### config.mk
export PLATFORM = sky130hd
export DESIGN_NAME = alu_acc_seq
export DESIGN_NICKNAME = d
export VERILOG_FILES = /design/src/rtl/alu_acc_seq.sv
export SDC_FILE = /design/constraint.sdc
export NUM_CORES = 1
export LEC_CHECK = 0
export ABC_AREA = 1
export CORE_AREA = 4 4 73 75
export DETAILED_ROUTE_END_ITERATION = 8
export DIE_AREA = 0 0 77 79
export PLACE_DENSITY_LB_ADDON = 0.2
export SLEW_MARGIN = 10
export SYNTH_ARGS = -nofsm -noshare
export SYNTH_HDL_FRONTEND = slang
export SYNTH_SLANG_ARGS = --single-unit
export TNS_END_PERCENT = 10
### constraint.sdc
create_clock -name clk -period 1.35 [get_ports clk]
set_input_delay 0.27 -clock clk [delete_from_list [all_inputs] [get_ports clk]]
set_output_delay 0.27 -clock clk [all_outputs]
set_load 0.005 [all_outputs]
### src/rtl/alu_acc_seq.sv
// Accumulator command sequencer driving an external 4-bit ALU.
// Single-cycle ALU ops plus a 4-iteration shift-add multiply through the ALU adder.
module alu_acc_seq (
    input  logic       clk,
    input  logic       rst_n,
    input  logic       cmd_valid,
    output logic       cmd_ready,
    input  logic [2:0] cmd_op,
    input  logic [3:0] cmd_data,
    output logic [3:0] alu_a,
    output logic [3:0] alu_b,
    output logic       alu_cin,
    output logic [1:0] alu_sel,
    input  logic [3:0] alu_sum,
    input  logic       alu_cout,
    input  logic [3:0] alu_and,
    input  logic [3:0] alu_xor,
    input  logic [3:0] alu_not,
    output logic [3:0] acc,
    output logic [3:0] hi,
    output logic       carry,
    output logic       zero,
    output logic       res_valid
);

    localparam logic [1:0] S_IDLE = 2'd0;
    localparam logic [1:0] S_EXEC = 2'd1;
    localparam logic [1:0] S_MUL  = 2'd2;

    localparam logic [2:0] OP_LOAD = 3'd0;
    localparam logic [2:0] OP_ADD  = 3'd1;
    localparam logic [2:0] OP_ADC  = 3'd2;
    localparam logic [2:0] OP_AND  = 3'd3;
    localparam logic [2:0] OP_XOR  = 3'd4;
    localparam logic [2:0] OP_NOT  = 3'd5;
    localparam logic [2:0] OP_CLR  = 3'd6;
    localparam logic [2:0] OP_MUL  = 3'd7;

    logic [1:0] r_state;
    logic [2:0] r_op;
    logic [3:0] r_opd;   // operand; doubles as the low product nibble during MUL
    logic [3:0] r_ph;
    logic [1:0] r_k;
    logic [3:0] r_acc;
    logic [3:0] r_hi;
    logic       r_carry;
    logic       r_res_valid;

    logic [3:0] w_exec_res;
    logic [3:0] w_ph_next;
    logic [3:0] w_pl_next;

    assign cmd_ready = rst_n && (r_state == S_IDLE);
    assign acc       = r_acc;
    assign hi        = r_hi;
    assign carry     = r_carry;
    assign res_valid = r_res_valid;
    assign zero      = (r_acc == 4'd0);

    // Multiplicand is the accumulator itself: it is frozen until the final MUL edge.
    assign w_ph_next = {alu_cout, alu_sum[3:1]};
    assign w_pl_next = {alu_sum[0], r_opd[3:1]};

    // ALU operand and select drive per state
    always_comb begin
        alu_a   = r_acc;
        alu_b   = 4'd0;
        alu_cin = 1'b0;
        alu_sel = 2'b00;
        case (r_state)
            S_IDLE: begin
                alu_a = r_acc;
            end
            S_EXEC: begin
                alu_b   = r_opd;
                alu_cin = (r_op == OP_ADC) ? r_carry : 1'b0;
                case (r_op)
                    OP_AND:  alu_sel = 2'b01;
                    OP_XOR:  alu_sel = 2'b10;
                    OP_NOT:  alu_sel = 2'b11;
                    default: alu_sel = 2'b00;
                endcase
            end
            S_MUL: begin
                alu_a = r_ph;
                alu_b = r_opd[0] ? r_acc : 4'd0;
            end
            default: begin
                alu_a = r_acc;
            end
        endcase
    end

    // Accumulator value produced by a single-cycle command
    always_comb begin
        w_exec_res = r_acc;
        case (r_op)
            OP_LOAD:        w_exec_res = r_opd;
            OP_ADD, OP_ADC: w_exec_res = alu_sum;
            OP_AND:         w_exec_res = alu_and;
            OP_XOR:         w_exec_res = alu_xor;
            OP_NOT:         w_exec_res = alu_not;
            OP_CLR:         w_exec_res = 4'd0;
            default:        w_exec_res = r_acc;
        endcase
    end

    // Sequencer state, accumulator and flag registers
    always_ff @(posedge clk) begin
        if (!rst_n) begin
            r_state     <= S_IDLE;
            r_op        <= 3'd0;
            r_opd       <= 4'd0;
            r_ph        <= 4'd0;
            r_k         <= 2'd0;
            r_acc       <= 4'd0;
            r_hi        <= 4'd0;
            r_carry     <= 1'b0;
            r_res_valid <= 1'b0;
        end else begin
            r_res_valid <= 1'b0;
            case (r_state)
                S_IDLE: begin
                    if (cmd_valid) begin
                        r_op    <= cmd_op;
                        r_opd   <= cmd_data;
                        r_ph    <= 4'd0;
                        r_k     <= 2'd0;
                        r_state <= (cmd_op == OP_MUL) ? S_MUL : S_EXEC;
                    end else begin
                        r_state <= S_IDLE;
                    end
                end
                S_EXEC: begin
                    r_acc <= w_exec_res;
                    case (r_op)
                        OP_ADD, OP_ADC: r_carry <= alu_cout;
                        OP_LOAD, OP_CLR: begin
                            r_carry <= 1'b0;
                            r_hi    <= 4'd0;
                        end
                        default: r_carry <= r_carry;
                    endcase
                    r_res_valid <= 1'b1;
                    r_state     <= S_IDLE;
                end
                S_MUL: begin
                    r_ph  <= w_ph_next;
                    r_opd <= w_pl_next;
                    r_k   <= r_k + 2'd1;
                    if (r_k == 2'd3) begin
                        r_hi        <= w_ph_next;
                        r_acc       <= w_pl_next;
                        r_carry     <= (w_ph_next != 4'd0);
                        r_res_valid <= 1'b1;
                        r_state     <= S_IDLE;
                    end else begin
                        r_state <= S_MUL;
                    end
                end
                default: r_state <= S_IDLE;
            endcase
        end
    end

endmodule

==> flow_summary.json <==
{
  "max_freq_mhz": 593,
  "final_layout_size_suffix_gt1_frac": 0.335,
  "drt_pre_antenna_iters": 4,
  "area_growth_pct": 59.5,
  "cp-end-kind": "primary output",
  "grt_pass1_wl_um": 8230,
  "met2_usage": 0.286,
  "fin_skew_ns": 0.00462,
  "syn_nets": 271,
  "die-area_um2": 6080,
  "final_cell_mix": "nand2_1 (54), buf_4 (39), a21oi_1 (29), clkdlybuf4s50_1 (26), inv_1 (24)",
  "finalHoldViolations": 0,
  "rows": 25,
  "violations": "setup timing",
  "gr-usage-met1": 0.209,
  "total_power_uw": 1990,
  "ys_seq_area_frac": 0.311,
  "startpoint_type": "flip-flop",
  "crit_path_max_incr_delay_ns": 0.37,
  "cp_slowest_cell": "dfxtp_2",
  "globalRouteOverflowTotal": 0,
  "instances_no_fill": 382,
  "rsz0062_at_grt": "yes",
  "status": "finished, violations left",
  "synth.distinct_cells": 29,
  "post_drt_wl_per_cell_um": 12.7,
  "drtIter0Drc": 98,
  "insertion_delay_ns": 0.27,
  "grt_max_degree": 16,
  "num_vias": 1833,
  "drv.max_cap_violation_count": 0,
  "worstPathRequired_ns": 1.08,
  "netlist_area_um2": 1610,
  "utilization": 0.551,
  "tritoncts": "yes",
  "use_met3": 0.0329,
  "nFillCells": 482,
  "tightest_slew_ns": 0.285,
  "grt.busiest_layer": "met2",
  "setup_viol_count_final": 31,
  "critPathKind": "flip-flop to primary output",
  "vdd_drop_max_uv": 496,
  "finalWirelength_um": 4830,
  "worstHoldStart": "hi[3]",
  "vias_per_cell": 4.80,
  "hpwlAfterDp_um": 3870,
  "core_um2": 4660,
  "min_path_type": "flip-flop to flip-flop",
  "port_buffers": 49,
  "power_leakage_uw": 0.00115,
  "crit_fanout": 5,
  "maxSlewHeadroom": 0.809,
  "tns_ns": -7.10,
  "synth.avg_cell_area_um2": 6.70,
  "cts_sinks": 25,
  "die_w_um": 77,
  "cts_inserted_buffers": 3,
  "nNetsFinal": 360,
  "cts_max_path_buffers": 2,
  "gp_congestion": 0.832,
  "period_share": 1.25,
  "arrival_ns": 1.42,
  "worst_slack_ns": -0.336,
  "crit_chain": "inv_2, ha_2, inv_2, buf_6, a21oi_1, buf_2",
  "drtAntennaViolNets": 0,
  "syn_inst": 240,
  "path_clk_slew_ns": 0.10,
  "final_common_cell": "nand2_1",
  "synth_seq_cells": 25,
  "htree_levels": 1,
  "track_usage": 0.165,
  "dp_slack_ns": -0.511,
  "pin_count": 50,
  "ys.warnings.count": 0,
  "slew_viol_final": 0,
  "powerDensity_nw_per_um2": 776,
  "multiInputGateArea_um2": 1000,
  "antenna_found_initial": 0,
  "cts-root-buf": "clkbuf_8",
  "diodes": 0,
  "hold_buffers": 0,
  "drc": 0,
  "crit_top_cell": "inv_2",
  "initial_core_util": 0.345,
  "finalCriticalPeriod_ns": 1.69,
  "die_h_um": 79,
  "grt_pass1_vias": 1859,
  "r2r-start": "r_state[0]",
  "placedCellCount": 375,
  "ff_latch_area_um2": 513,
  "crit_start": "r_state[0]"
}
-- per-layer routing --
layer  share of wire  vias up
met4          0.0079        0
met2            0.49       43
met5               0        -
met3           0.046        4
li1                -      962
met1            0.46      824
-- synth_stat cells (all sizes together) --
master | count | area (um^2)
a2111oi | 1 | 15.0
a211oi | 2 | 15.0
a21oi | 33 | 165
a31oi | 2 | 12.5
and3 | 1 | 6.26
buf | 7 | 56.3
clkbuf | 2 | 7.51
dfxtp | 25 | 500
ha | 4 | 50.1
inv | 34 | 128
nand2 | 59 | 249
nand3 | 21 | 120
nand4 | 5 | 31.3
nor2 | 21 | 110
nor3 | 3 | 15.0
nor4 | 1 | 6.26
o21ai | 19 | 121
-- final cells by class --
class | instances | area share
Multi-Input combinational cell | 172 | 0.391
Timing Repair Buffer | 93 | 0.313
Sequential cell | 25 | 0.200
Inverter | 34 | 0.0517
Tap cell | 54 | 0.0263
Clock buffer | 3 | 0.0161
Clock inverter | 1 | 0.00293
-- stage by stage --
stage / cell area (um^2) / hold slack, ns
4_1_cts: 2550 / 0.467
3_3_place_gp: 2430 / 0.452
6_report: 2570 / 0.466
5_1_grt: 2570 / 0.494
3_5_place_dp: 2430 / 0.454
2_1_floorplan: 1610 / 0.408
-- worst max-delay path: cells and delay by family (launching register included) --
kind            cells  cell delay (ns)
buf+inv             4             0.35
flops               1             0.37
fa+ha+maj           1             0.31
compound gates      1             0.10
-- flip-flops by register name (all words and copies together) (netlist names), 2 cells and up --
| name | flops |
|---|---|
| acc | 4 |
| r_ph | 4 |
| hi | 4 |
| r_op | 3 |
| r_state | 2 |
| r_opd | 4 |
| r_k | 2 |
-- cells by family (layout without fill, tap and decap cells) --
logic type | after synthesis | in the layout | synth area share
and+or+nand+nor | 111 | 111 | 0.334
adders and majority gates | 4 | 4 | 0.0311
DFF | 25 | 25 | 0.311
buffers and inverters | 43 | 131 | 0.119
AOI/OAI and AO/OA | 57 | 57 | 0.205
-- timing repair --
action,4_1_cts,5_1_grt
gates resized for setup,90,11
gates cloned,0,0
endpoints found under the setup margin,43,37
pin swaps,4,1
setup buffers,3,0
-- report_power, final --
group / total (uW) / internal (uW) / switching [uW]
combinational: 701 / 349 / 352
clock: 479 / 210 / 269
sequential: 811 / 781 / 29.9
total: 1990 / 1340 / 651
-- worst paths after layout --
check / end / slack (ns) / depth (start not counted)
setup / recovery: alu_b[1] / -0.34 / 6
hold / removal: hi[3] / 0.47 / 2
setup reg to reg: r_opd[3] / -0.29 / 9
hold reg to reg: hi[3] / 0.47 / 2
Note: power is estimated with default switching activity, not from simulation.
